`config.mk`:
```
export PLATFORM = sky130hd
export DESIGN_NAME = ps2_ascii_decoder
export DESIGN_NICKNAME = d
export VERILOG_FILES = /design/src/rtl/ps2_ascii_decoder.sv
export SDC_FILE = /design/constraint.sdc
export NUM_CORES = 1
export LEC_CHECK = 0
export ABC_AREA = 1
export ABC_CLOCK_PERIOD_IN_PS = 2400
export CAP_MARGIN = 5
export CORE_MARGIN = 5
export CORE_UTILIZATION = 40
export CTS_BUF_LIST = sky130_fd_sc_hd__clkbuf_8
export CTS_CLUSTER_DIAMETER = 50
export DETAILED_ROUTE_END_ITERATION = 6
export PLACE_DENSITY_LB_ADDON = 0.25
export SYNTH_ARGS = -nofsm -noshare
export SYNTH_HDL_FRONTEND = slang
export SYNTH_SLANG_ARGS = --single-unit
```
`constraint.sdc`:
```
create_clock -name clk -period 2.4 [get_ports clk]
set_clock_uncertainty 0.05 [all_clocks]
set_input_delay 0.36 -clock clk [delete_from_list [all_inputs] [get_ports clk]]
set_output_delay 0.36 -clock clk [all_outputs]
set_load 0.05 [all_outputs]
```
`src/rtl/ps2_ascii_decoder.sv`:
```
// PS/2 keyboard receiver with Set-2 scancode to ASCII decode.
// Optional feature macro: PS2_CAPSLOCK_EN adds a caps-lock toggle on scancode 8'h58.
module ps2_ascii_decoder #(
    parameter int unsigned SYNC_STAGES    = 2,
    parameter int unsigned TIMEOUT_CYCLES = 50000
) (
    input  logic       clk,
    input  logic       reset,
    input  logic       ps2_clk,
    input  logic       ps2_data,
    output logic [7:0] key_pressed,
    output logic       kbd_data_ready,
    output logic       frame_err
);

    localparam int unsigned          TMO_W    = $clog2(TIMEOUT_CYCLES + 1);
    localparam logic [TMO_W-1:0]     TMO_LAST = TMO_W'(TIMEOUT_CYCLES - 1);

    typedef enum logic [1:0] {S_IDLE, S_DATA, S_PARITY, S_STOP} rx_state_e;

    logic [SYNC_STAGES-1:0] clk_sync_q, dat_sync_q;
    logic                   clk_prev_q;
    logic                   ps2_clk_s, ps2_dat_s, fall_c, tmo_hit_c;

    rx_state_e              state_q, state_d;
    logic [2:0]             bitcnt_q, bitcnt_d;
    logic [7:0]             shreg_q, shreg_d;
    logic                   par_bad_q, par_bad_d;
    logic [TMO_W-1:0]       tmo_q, tmo_d;
    logic                   byte_valid_c, rx_err_c;

    logic [7:0]             key_q, key_d;
    logic                   rdy_q, rdy_d, err_q;
    logic                   shift_q, shift_d, brk_q, brk_d, ext_q, ext_d;
    logic                   upper_c;
    logic [9:0]             map_c;
    logic [7:0]             ascii_c;
`ifdef PS2_CAPSLOCK_EN
    logic                   caps_q, caps_d, caps_held_q, caps_held_d;
`endif

    // Synchronise the raw PS/2 lines; reset to the idle-high level so no false edge appears
    always_ff @(posedge clk or posedge reset) begin
        if (reset) begin
            clk_sync_q <= '1;
            dat_sync_q <= '1;
            clk_prev_q <= 1'b1;
        end else begin
            clk_sync_q <= {clk_sync_q[SYNC_STAGES-2:0], ps2_clk};
            dat_sync_q <= {dat_sync_q[SYNC_STAGES-2:0], ps2_data};
            clk_prev_q <= ps2_clk_s;
        end
    end

    assign ps2_clk_s = clk_sync_q[SYNC_STAGES-1];
    assign ps2_dat_s = dat_sync_q[SYNC_STAGES-1];
    assign fall_c    = clk_prev_q & ~ps2_clk_s;
    assign tmo_hit_c = (state_q != S_IDLE) && !fall_c && (tmo_q >= TMO_LAST);

    // RX state register
    always_ff @(posedge clk or posedge reset) begin
        if (reset) state_q <= S_IDLE;
        else       state_q <= state_d;
    end

    // RX next state: one step per PS/2 falling edge, abort to IDLE on timeout
    always_comb begin
        state_d = state_q;
        if (tmo_hit_c) begin
            state_d = S_IDLE;
        end else if (fall_c) begin
            case (state_q)
                S_IDLE:   if (!ps2_dat_s) state_d = S_DATA;
                S_DATA:   if (bitcnt_q == 3'd7) state_d = S_PARITY;
                S_PARITY: state_d = S_STOP;
                default:  state_d = S_IDLE;
            endcase
        end
    end

    // RX outputs: completed byte strobe and framing error strobe
    always_comb begin
        byte_valid_c = 1'b0;
        rx_err_c     = 1'b0;
        if (tmo_hit_c) begin
            rx_err_c = 1'b1;
        end else if (fall_c) begin
            case (state_q)
                S_IDLE: rx_err_c = ps2_dat_s;
                S_STOP: begin
                    if (ps2_dat_s && !par_bad_q) byte_valid_c = 1'b1;
                    else                         rx_err_c     = 1'b1;
                end
                default: ;
            endcase
        end
    end

    // RX datapath: shift register, bit count, parity flag, saturating timeout counter
    always_comb begin
        bitcnt_d  = bitcnt_q;
        shreg_d   = shreg_q;
        par_bad_d = par_bad_q;
        tmo_d     = tmo_q;
        if (state_q == S_IDLE || fall_c) tmo_d = '0;
        else if (tmo_q < TMO_LAST)       tmo_d = tmo_q + TMO_W'(1);
        if (fall_c) begin
            case (state_q)
                S_IDLE: begin
                    bitcnt_d  = 3'd0;
                    par_bad_d = 1'b0;
                end
                S_DATA: begin
                    shreg_d  = {ps2_dat_s, shreg_q[7:1]};
                    bitcnt_d = bitcnt_q + 3'd1;
                end
                S_PARITY: par_bad_d = ~(^shreg_q ^ ps2_dat_s);
                default: ;
            endcase
        end
    end

    // RX datapath registers
    always_ff @(posedge clk or posedge reset) begin
        if (reset) begin
            bitcnt_q  <= 3'd0;
            shreg_q   <= 8'h00;
            par_bad_q <= 1'b0;
            tmo_q     <= '0;
        end else begin
            bitcnt_q  <= bitcnt_d;
            shreg_q   <= shreg_d;
            par_bad_q <= par_bad_d;
            tmo_q     <= tmo_d;
        end
    end

    // Set-2 code lookup: {mapped, is_letter, lower-case ASCII}
    function automatic logic [9:0] map_code(input logic [7:0] code);
        case (code)
            8'h1C: map_code = {2'b11, 8'h61}; 8'h32: map_code = {2'b11, 8'h62};
            8'h21: map_code = {2'b11, 8'h63}; 8'h23: map_code = {2'b11, 8'h64};
            8'h24: map_code = {2'b11, 8'h65}; 8'h2B: map_code = {2'b11, 8'h66};
            8'h34: map_code = {2'b11, 8'h67}; 8'h33: map_code = {2'b11, 8'h68};
            8'h43: map_code = {2'b11, 8'h69}; 8'h3B: map_code = {2'b11, 8'h6A};
            8'h42: map_code = {2'b11, 8'h6B}; 8'h4B: map_code = {2'b11, 8'h6C};
            8'h3A: map_code = {2'b11, 8'h6D}; 8'h31: map_code = {2'b11, 8'h6E};
            8'h44: map_code = {2'b11, 8'h6F}; 8'h4D: map_code = {2'b11, 8'h70};
            8'h15: map_code = {2'b11, 8'h71}; 8'h2D: map_code = {2'b11, 8'h72};
            8'h1B: map_code = {2'b11, 8'h73}; 8'h2C: map_code = {2'b11, 8'h74};
            8'h3C: map_code = {2'b11, 8'h75}; 8'h2A: map_code = {2'b11, 8'h76};
            8'h1D: map_code = {2'b11, 8'h77}; 8'h22: map_code = {2'b11, 8'h78};
            8'h35: map_code = {2'b11, 8'h79}; 8'h1A: map_code = {2'b11, 8'h7A};
            8'h45: map_code = {2'b10, 8'h30}; 8'h16: map_code = {2'b10, 8'h31};
            8'h1E: map_code = {2'b10, 8'h32}; 8'h26: map_code = {2'b10, 8'h33};
            8'h25: map_code = {2'b10, 8'h34}; 8'h2E: map_code = {2'b10, 8'h35};
            8'h36: map_code = {2'b10, 8'h36}; 8'h3D: map_code = {2'b10, 8'h37};
            8'h3E: map_code = {2'b10, 8'h38}; 8'h46: map_code = {2'b10, 8'h39};
            8'h29: map_code = {2'b10, 8'h20}; 8'h5A: map_code = {2'b10, 8'h0D};
            8'h66: map_code = {2'b10, 8'h08};
            default: map_code = 10'h000;
        endcase
    endfunction

`ifdef PS2_CAPSLOCK_EN
    assign upper_c = shift_q ^ caps_q;
`else
    assign upper_c = shift_q;
`endif
    assign map_c   = map_code(shreg_q);
    assign ascii_c = (map_c[8] && upper_c) ? (map_c[7:0] - 8'h20) : map_c[7:0];

    // Decode prefix/modifier bytes and update the held-key register on each valid byte
    always_comb begin
        key_d   = key_q;
        rdy_d   = 1'b0;
        shift_d = shift_q;
        brk_d   = brk_q;
        ext_d   = ext_q;
`ifdef PS2_CAPSLOCK_EN
        caps_d      = caps_q;
        caps_held_d = caps_held_q;
`endif
        if (byte_valid_c) begin
            if (shreg_q == 8'hF0) begin
                brk_d = 1'b1;
            end else if (shreg_q == 8'hE0) begin
                ext_d = 1'b1;
            end else if (ext_q) begin
                ext_d = 1'b0;
                brk_d = 1'b0;
            end else begin
                brk_d = 1'b0;
                if (shreg_q == 8'h12 || shreg_q == 8'h59) begin
                    shift_d = ~brk_q;
`ifdef PS2_CAPSLOCK_EN
                end else if (shreg_q == 8'h58) begin
                    if (brk_q) begin
                        caps_held_d = 1'b0;
                    end else if (!caps_held_q) begin
                        caps_d      = ~caps_q;
                        caps_held_d = 1'b1;
                    end
`endif
                end else if (map_c[9]) begin
                    if (brk_q) begin
                        if (ascii_c == key_q) key_d = 8'h00;
                    end else begin
                        key_d = ascii_c;
                        rdy_d = 1'b1;
                    end
                end
            end
        end
    end

    // Decoder and output registers
    always_ff @(posedge clk or posedge reset) begin
        if (reset) begin
            key_q   <= 8'h00;
            rdy_q   <= 1'b0;
            err_q   <= 1'b0;
            shift_q <= 1'b0;
            brk_q   <= 1'b0;
            ext_q   <= 1'b0;
`ifdef PS2_CAPSLOCK_EN
            caps_q      <= 1'b0;
            caps_held_q <= 1'b0;
`endif
        end else begin
            key_q   <= key_d;
            rdy_q   <= rdy_d;
            err_q   <= rx_err_c;
            shift_q <= shift_d;
            brk_q   <= brk_d;
            ext_q   <= ext_d;
`ifdef PS2_CAPSLOCK_EN
            caps_q      <= caps_d;
            caps_held_q <= caps_held_d;
`endif
        end
    end

    assign key_pressed    = key_q;
    assign kbd_data_ready = rdy_q;
    assign frame_err      = err_q;

endmodule

```
==> key figures, run 1 <==
Clocking
  • CTS Buf Count: 5
  • Clk root buf: clkbuf_8
  • CTS Buffer Depth: 2
  • Worst-Skew Late Latency: 0.30 ns
  • CTS H-tree lvls: 2
  • CTS tree: yes
  • Clock slew at reported path FFs: 0.10 ns
  • Sinks on Clock Net: 48

Power
  • Peak supply drop: around 520 uV
  • Cell area power density: 973.3 mW/mm2
  • PnR Total Power: 4238 uW
  • Lkg Pwr: ~0.0021 uW

Timing
  • Finish-stage setup viols: 8
  • Least-Margin Pin Slew: 0.5009 ns
  • Peak Freq: between 300 and 400 MHz
  • Hold Vio Cnt, Final: 0
  • RSZ-0062 raised after global routing: yes
  • Fin. max-slew vios: 0
  • Min Clock Period, post-route: 2.548 ns
  • Setup TNS: -1.012 ns
  • PnR worst setup slack: -0.1482 ns
  • Crit share post-route: 106.2%
  • Relative slew margins: ~66%

Global routing
  • First-pass GRT wire length: 15.17 mm
  • Vias in the first global route: 3402
  • Initial antenna violation count: 0
  • Total global routing overflow: 0
  • Largest net degree at the start of global routing: 25
  • Gr usage total: 17.85%

Logic synthesis
  • Syn Nets: 517
  • Adder-cell area share of the yosys netlist: 8.333%
  • Complex-gate fraction of the synthesized area: ~11%
  • Main combinational cell family by area after synthesis: simple AND/OR/NAND/NOR gates
  • Post-synth EDFFs: 0
  • Most frequent cell after synthesis: nand2_1
  • Multiplexer share of the synthesized area: 0%
  • Mapped Cells: 490
  • Leading area contributor after synthesis: dfrtp_1
  • #FFs+latches synth: 48
  • Post-Synth Simple-Gate Area: 35.33%
  • Avg Inst Size Synth: 7.048 um2
  • Most frequent cells after synthesis: 147 x nand2_1, 54 x nand3_1, 51 x inv_1, 43 x dfrtp_1, 40 x nor2_1
  • Dominant synthesized flop cell: dfrtp_1
  • Mapped cell area: approximately 0.0035 mm2
  • Ys async rst share: 100.0%
  • Top post-synthesis cells by area: dfrtp_1 31%, nand2_1 16%, ha_1 8.3%, nand3_1 7.8%, inv_1 5.5%
  • Yosys cell types: 36
  • Post-synthesis xor/xnor area fraction: approximately 1.3%
  • Area share of the largest cell type after synthesis: 31.16%
  • Post-synthesis sequential area ratio: 34.96%
  • Syn. warnings: 0

Min path
  • Hold crit path type: flop to flop
  • Hold path cells: 0

Status
  • Status: finished, violations left
  • Failing checks: setup timing

Placement
  • Hpwl dp: 6.310 mm
  • Port Buffers: 13
  • Placed cell count: 648
  • Routability congestion estimate: 0.8505

Critical path
  • Crit Path Class: flop to flop
  • Crit path to: key_pressed[7]$_DFFE_PP0P_
  • R2R cell count: 16
  • Worst Setup SP: shreg_q[4]$_DFFE_PP0P_
  • CP startpoint kind: flop
  • CP max FO: 10
  • Endpoint class of the critical path: flop
  • Critical R2R Capture: key_pressed[7]$_DFFE_PP0P_
  • Reg2Reg Launch Point: shreg_q[4]$_DFFE_PP0P_
  • Worst EP arrival: 2.70 ns
  • Critical Path RT: 2.55 ns
  • Flop2flop setup slack: -0.15 ns

Floorplan
  • Initial Util: approximately two fifths
  • Die X: 102.9 um
  • FP Rows: 33
  • I/O pin count: 14
  • Core outline area: approximately 0.0083 mm2
  • Die Span Y: 102.9 um
  • Die area: about 0.011 mm2

Routing
  • First-pass DRT Iterations: 4
  • Antenna-violating nets left: 0
  • Avg WL per Cell: 12.58 um
  • Vias/cell: 5.048
  • DRT iter0 DRCs: 122
  • Via count: 3357
  • DRC Markers: 0
  • Total Wirelength: about 8.4 mm

Final layout
  • Fillers: about 810
  • Layout area overhead: 26.09%
  • Nets: 586
  • Layout cells sized above 1: 23.21%
  • Non-filler cells, final: about 670
  • Antenna fix cells: 0

Flow run
  • Max Cap Viol: 0
[metrics by stage]
| stage | instance area (um2) | util [%] | hold WS [ns] | setup slack (ns) |
|---|---|---|---|---|
| after floorplan | 3477 | - | 0.2952 | -0.05145 |
| after global placement | 4040 | 48.68 | 0.2956 | -0.1348 |
| after detailed placement | 4040 | 48.68 | 0.2968 | -0.1764 |
| after CTS | 4329 | 52.16 | 0.3111 | -0.1056 |
| after global routing | 4354 | 52.46 | 0.3163 | -0.4161 |
| final | 4354 | 52.46 | 0.3102 | -0.1482 |
[area by class of cell]
class	count	area (um2)	share of cell area (%)
clock buffer	5	68.82	1.580
sequential	48	1210	27.79
tap	105	131.4	3.017
timing repair buffer	73	596.8	13.71
clock inverter	3	68.82	1.580
inverter	59	231.5	5.316
multi-input combinational	372	2047	47.01
[logic make-up (layout without fill, tap and decap cells)]
kind of cell	after synthesis	count (layout)
buffers and inverters	70	140
adder cells (fa/ha/maj)	23	23
flip-flops	48	48
AO/OA/AOI/OAI	68	68
AND/OR/NAND/NOR	276	276
XOR/XNOR	5	5
[worst max-delay path, stage by stage, from the launching register on]
cell	delay (ns)
dfrtp_1	0.53
buf_4	0.23
nor2_2	0.18
nand3_1	0.13
nand2_2	0.09
nand3_2	0.12
ha_4	0.27
nand2_2	0.06
nand4_1	0.10
nand2_1	0.09
inv_1	0.04
nor2_1	0.08
nand2_1	0.06
nor2_2	0.12
nand3_4	0.14
nand3_1	0.11
nand2_1	0.06
[state kept, by name, indices dropped and copies added (netlist names), 2 cells and up]
name,flops
dat_sync_q,2
bitcnt_q,3
key_pressed,8
tmo_q,16
clk_sync_q,2
state_q,2
shreg_q,8
[placed cells by master (no fill, tap or decap), types with 2 or more instances in the layout]
cell,n
nand2_1,139
buf_4,58
nand3_1,48
inv_1,47
dfrtp_1,41
nor2_1,39
o21ai_0,31
a21oi_1,22
ha_1,17
clkdlybuf4s50_1,13
nand2_2,11
inv_2,9
nand4_1,8
nand3_2,7
nor2_2,7
nor3_1,5
o21ai_1,5
dfstp_2,5
clkbuf_8,5
a21oi_2,4
ha_4,4
xor2_1,3
o31ai_1,2
inv_6,2
inv_4,2
or2_0,2
nand3b_1,2
xnor2_1,2
ha_2,2
bufinv_16,2
dfrtp_2,2
[worst min path at each step]
stage          slack [ns]                 endpoint                     from
3_3_place_gp         0.30  dat_sync_q[1]$_DFF_PP1_  dat_sync_q[0]$_DFF_PP1_
2_1_floorplan        0.30  clk_sync_q[1]$_DFF_PP1_  clk_sync_q[0]$_DFF_PP1_
4_1_cts              0.31  clk_sync_q[1]$_DFF_PP1_  clk_sync_q[0]$_DFF_PP1_
3_5_place_dp         0.30  clk_sync_q[1]$_DFF_PP1_  clk_sync_q[0]$_DFF_PP1_
5_1_grt              0.32  clk_sync_q[1]$_DFF_PP1_  clk_sync_q[0]$_DFF_PP1_
6_report             0.31  clk_sync_q[1]$_DFF_PP1_  clk_sync_q[0]$_DFF_PP1_
[metal layers]
metal  up-vias  global-route usage, %  wire length, um  part of all wire, %
met5         -                      0                0                    0
met4         0                  6.673              136                  1.6
met3        13                  2.706              305                  3.6
met2        60                  29.45             4056                   48
met1      1557                  23.67             3868                   46
li1       1727                      -                -                    -
[repair_timing]
item,in CTS,in global routing
cloned,0,0
setup buffers,9,0
pin swaps,8,2
resized for setup,19,8
setup endpoints to repair,8,10
hold buffers,0,0
[report_power, final]
group          total, uW  internal, uW  switching, uW
Combinational       2440          1050           1390
Clock                719           420            299
Sequential          1080           926            156
Total               4240          2390           1850
No activity file was read; power rests on OpenSTA's default activity.
==> inputs of run 2 (changes only) <==
--- a/config.mk
+++ b/config.mk
@@ -7,7 +7,6 @@
 export LEC_CHECK = 0
 export ABC_AREA = 1
 export ABC_CLOCK_PERIOD_IN_PS = 2400
-export CAP_MARGIN = 5
 export CORE_MARGIN = 5
 export CORE_UTILIZATION = 40
 export CTS_BUF_LIST = sky130_fd_sc_hd__clkbuf_8
@@ -17,3 +16,4 @@
 export SYNTH_ARGS = -nofsm -noshare
 export SYNTH_HDL_FRONTEND = slang
 export SYNTH_SLANG_ARGS = --single-unit
+export TNS_END_PERCENT = 10
==> run 2 against run 1 <==
Compared with the run above: the flow still finishes with violations (setup timing); die area unchanged; routed wire length decreased by 1.8%; highest routed layer unchanged; sequential share of layout area rose by 0.072 points; utilization is 0.14 points lower; clock power shrank 28%; sequential cell count is the same; design area shrank 0.26%; sequential power about the same; via count down 1.2%; register-to-register slack worse by 0.05 ns; combinational power barely moved; hold slack worse by 0.028 ns.
==> key figures, run 2 (synthesized netlist as in run 1, its figures left out) <==
Timing
  • Min Clock Period, post-route: 2.596 ns
  • Least-Margin Pin Slew: between 0.5 and 0.6 ns
  • Fin. max-slew vios: 0
  • Relative slew margins: 66.16%
  • RSZ-0062 raised after global routing: yes
  • PnR worst setup slack: -0.1963 ns
  • Hold Vio Cnt, Final: 0
  • Crit share post-route: 108.2%
  • Peak Freq: between 300 and 400 MHz
  • Setup TNS: -1.471 ns
  • Finish-stage setup viols: 8

Status
  • Failing checks: setup timing
  • Status: finished, violations left

Final layout
  • Max FFs per register: 16
  • FF+latch area: 0.001210 mm2
  • Non-filler cells, final: ~660
  • Layout cells sized above 1: 24.01%
  • Final Cell Area: 0.004343 mm2
  • Layout Utilization: 52.33%
  • Layout area overhead: 25.76%
  • Commonest non-fill, non-tap cell in the layout: nand2_1
  • Nets: between 500 and 600
  • Most flops, register: tmo_q
  • Most frequent cells in the layout: 136 x nand2_1, 57 x buf_4, 49 x inv_1
  • Footprint of the multi-input gates: 0.002096 mm2
  • Fillers: 818
  • Antenna fix cells: 0

Power
  • Switch share: between 40% and 50%
  • Lkg Pwr: about 0.0021 uW
  • Peak supply drop: approximately 540 uV
  • Cell area power density: 927.7 mW/mm2
  • Flop pwr share: 26.8%
  • Clock Power Share: 12.9%
  • Internal power: 2188 uW
  • Logic pwr share: about 60%
  • Sw Pwr: 1841 uW

Critical path
  • Crit path max-delay family: simple AND/OR/NAND/NOR gates
  • Cell Chain, Critical Path: buf_4 -> ha_2 -> inv_1 -> nand2_2 -> nand3_2 -> nand3_2 -> nand2_2 -> nand3_4 -> ha_4 -> nand2_2 -> nand4_1 -> nand2_1 -> inv_1 -> nor2_1 -> nand2_1 -> nor2_2 -> nand3_4 -> nand3_2 -> nand2_1
  • Crit Path Class: flop to flop
  • Flop2flop setup slack: -0.20 ns
  • Max stage delay on crit path: 0.43 ns
  • Reg2Reg Launch Point: shreg_q[0]$_DFFE_PP0P_
  • Buf/Inv on CP: 3
  • CP max FO: 8
  • Worst EP arrival: 2.75 ns
  • Slowest CP cell: dfrtp_1
  • Endpoint class of the critical path: flop
  • Critical Path RT: 2.55 ns
  • Critical R2R Capture: key_pressed[0]$_DFFE_PP0P_
  • R2R cell count: 19
  • CP startpoint kind: flop

Floorplan
  • Initial Util: 41.61%
  • I/O pin count: 14
  • Die X: between 100 and 150 um
  • FP Rows: 33
  • Die area: 0.01059 mm2
  • Die Span Y: slightly above 100 um
  • Core outline area: 0.008299 mm2

Placement
  • Post-place setup slack: -0.1726 ns
  • Placed cell count: 653
  • Post-DP Area: 0.004078 mm2
  • Port Buffers: 13
  • Hpwl dp: ~6.4 mm
  • Routability congestion estimate: roughly 0.92

Routing
  • Avg WL per Cell: 12.39 um
  • Via count: 3317
  • DRT iter0 DRCs: between 100 and 150
  • First-pass DRT Iterations: 4
  • DRC Markers: 0
  • Antenna-violating nets left: 0
  • Vias/cell: approximately 5.0
  • Total Wirelength: 8.216 mm

Clocking
  • Clock slew at reported path FFs: 0.09 ns
  • CTS tree: yes
  • Sinks on Clock Net: 48
  • CTS Buffer Depth: 2
  • CTS Buf Count: 5
  • Worst-Skew Late Latency: 0.30 ns
  • Clk root buf: clkbuf_8
  • Hold_buf cts: 0
  • CTS H-tree lvls: 2

Global routing
  • Total global routing overflow: 0
  • First-pass GRT wire length: 14.47 mm
  • Largest net degree at the start of global routing: 35
  • Gr usage total: between 15 and 20%
  • Vias in the first global route: 3268
  • Initial antenna violation count: 0

Min path
  • Hold crit path type: input port to async pin

Flow run
  • Max Cap Viol: 0
## run 2: cell types whose count changed in the layout (fill, tap and decap cells not counted), sizes merged
cell,before,now
clkbuf,5,6
clkinv,0,1
bufinv,2,0
buf,60,58
## run 2: power by group through the flow
stage	sequential, uW	combinational (uW)	clock (uW)
after global routing	1100	2750	577
after floorplan	1070	1530	0
after CTS	1070	2290	545
after detailed placement	1080	2240	0
after global placement	1080	2220	0
final	1080	2430	518
## run 2: cell type report
cell class / count / area share (%)
Clock inverter: 2 / 0.3169
Sequential cell: 48 / 27.86
Multi-Input combinational cell: 372 / 48.26
Tap cell: 105 / 3.025
Inverter: 59 / 5.330
Clock buffer: 6 / 1.901
Timing Repair Buffer: 71 / 13.31
## run 2: worst max-delay path by stage
stage / from / to / slack [ns] / cells after the start
4_1_cts: shreg_q[0]$_DFFE_PP0P_ / key_pressed[7]$_DFFE_PP0P_ / -0.11 / 19
2_1_floorplan: shreg_q[0]$_DFFE_PP0P_ / key_pressed[2]$_DFFE_PP0P_ / -0.05 / 20
5_1_grt: shreg_q[0]$_DFFE_PP0P_ / key_pressed[0]$_DFFE_PP0P_ / -0.44 / 20
3_3_place_gp: shreg_q[0]$_DFFE_PP0P_ / key_pressed[2]$_DFFE_PP0P_ / -0.11 / 20
3_5_place_dp: shreg_q[0]$_DFFE_PP0P_ / key_pressed[2]$_DFFE_PP0P_ / -0.17 / 20
6_report: shreg_q[0]$_DFFE_PP0P_ / key_pressed[0]$_DFFE_PP0P_ / -0.20 / 19
## run 2: repair_timing
action	4_1_cts	5_1_grt
gates cloned	0	0
pin swaps	3	12
setup buffers	1	1
endpoints found under the setup margin	8	10
gates resized for setup	9	25
## run 2: routing by layer
| layer | up-vias | routed length (um) | global-route usage, % |
|---|---|---|---|
| li1 | 1715 | - | - |
| met5 | - | 0 | 0 |
| met3 | 8 | 369 | 2.842 |
| met1 | 1520 | 3909 | 23.15 |
| met2 | 74 | 3857 | 27.63 |
| met4 | 0 | 79 | 4.582 |
## run 2: per-stage QoR
| step | power (uW) | hold WS, ns |
|---|---|---|
| floorplan | 2608 | 0.2952 |
| global placement | 3303 | 0.2958 |
| detailed placement | 3328 | 0.2976 |
| CTS | 3907 | 0.2808 |
| global route | 4430 | 0.2936 |
| finish | 4029 | 0.2824 |
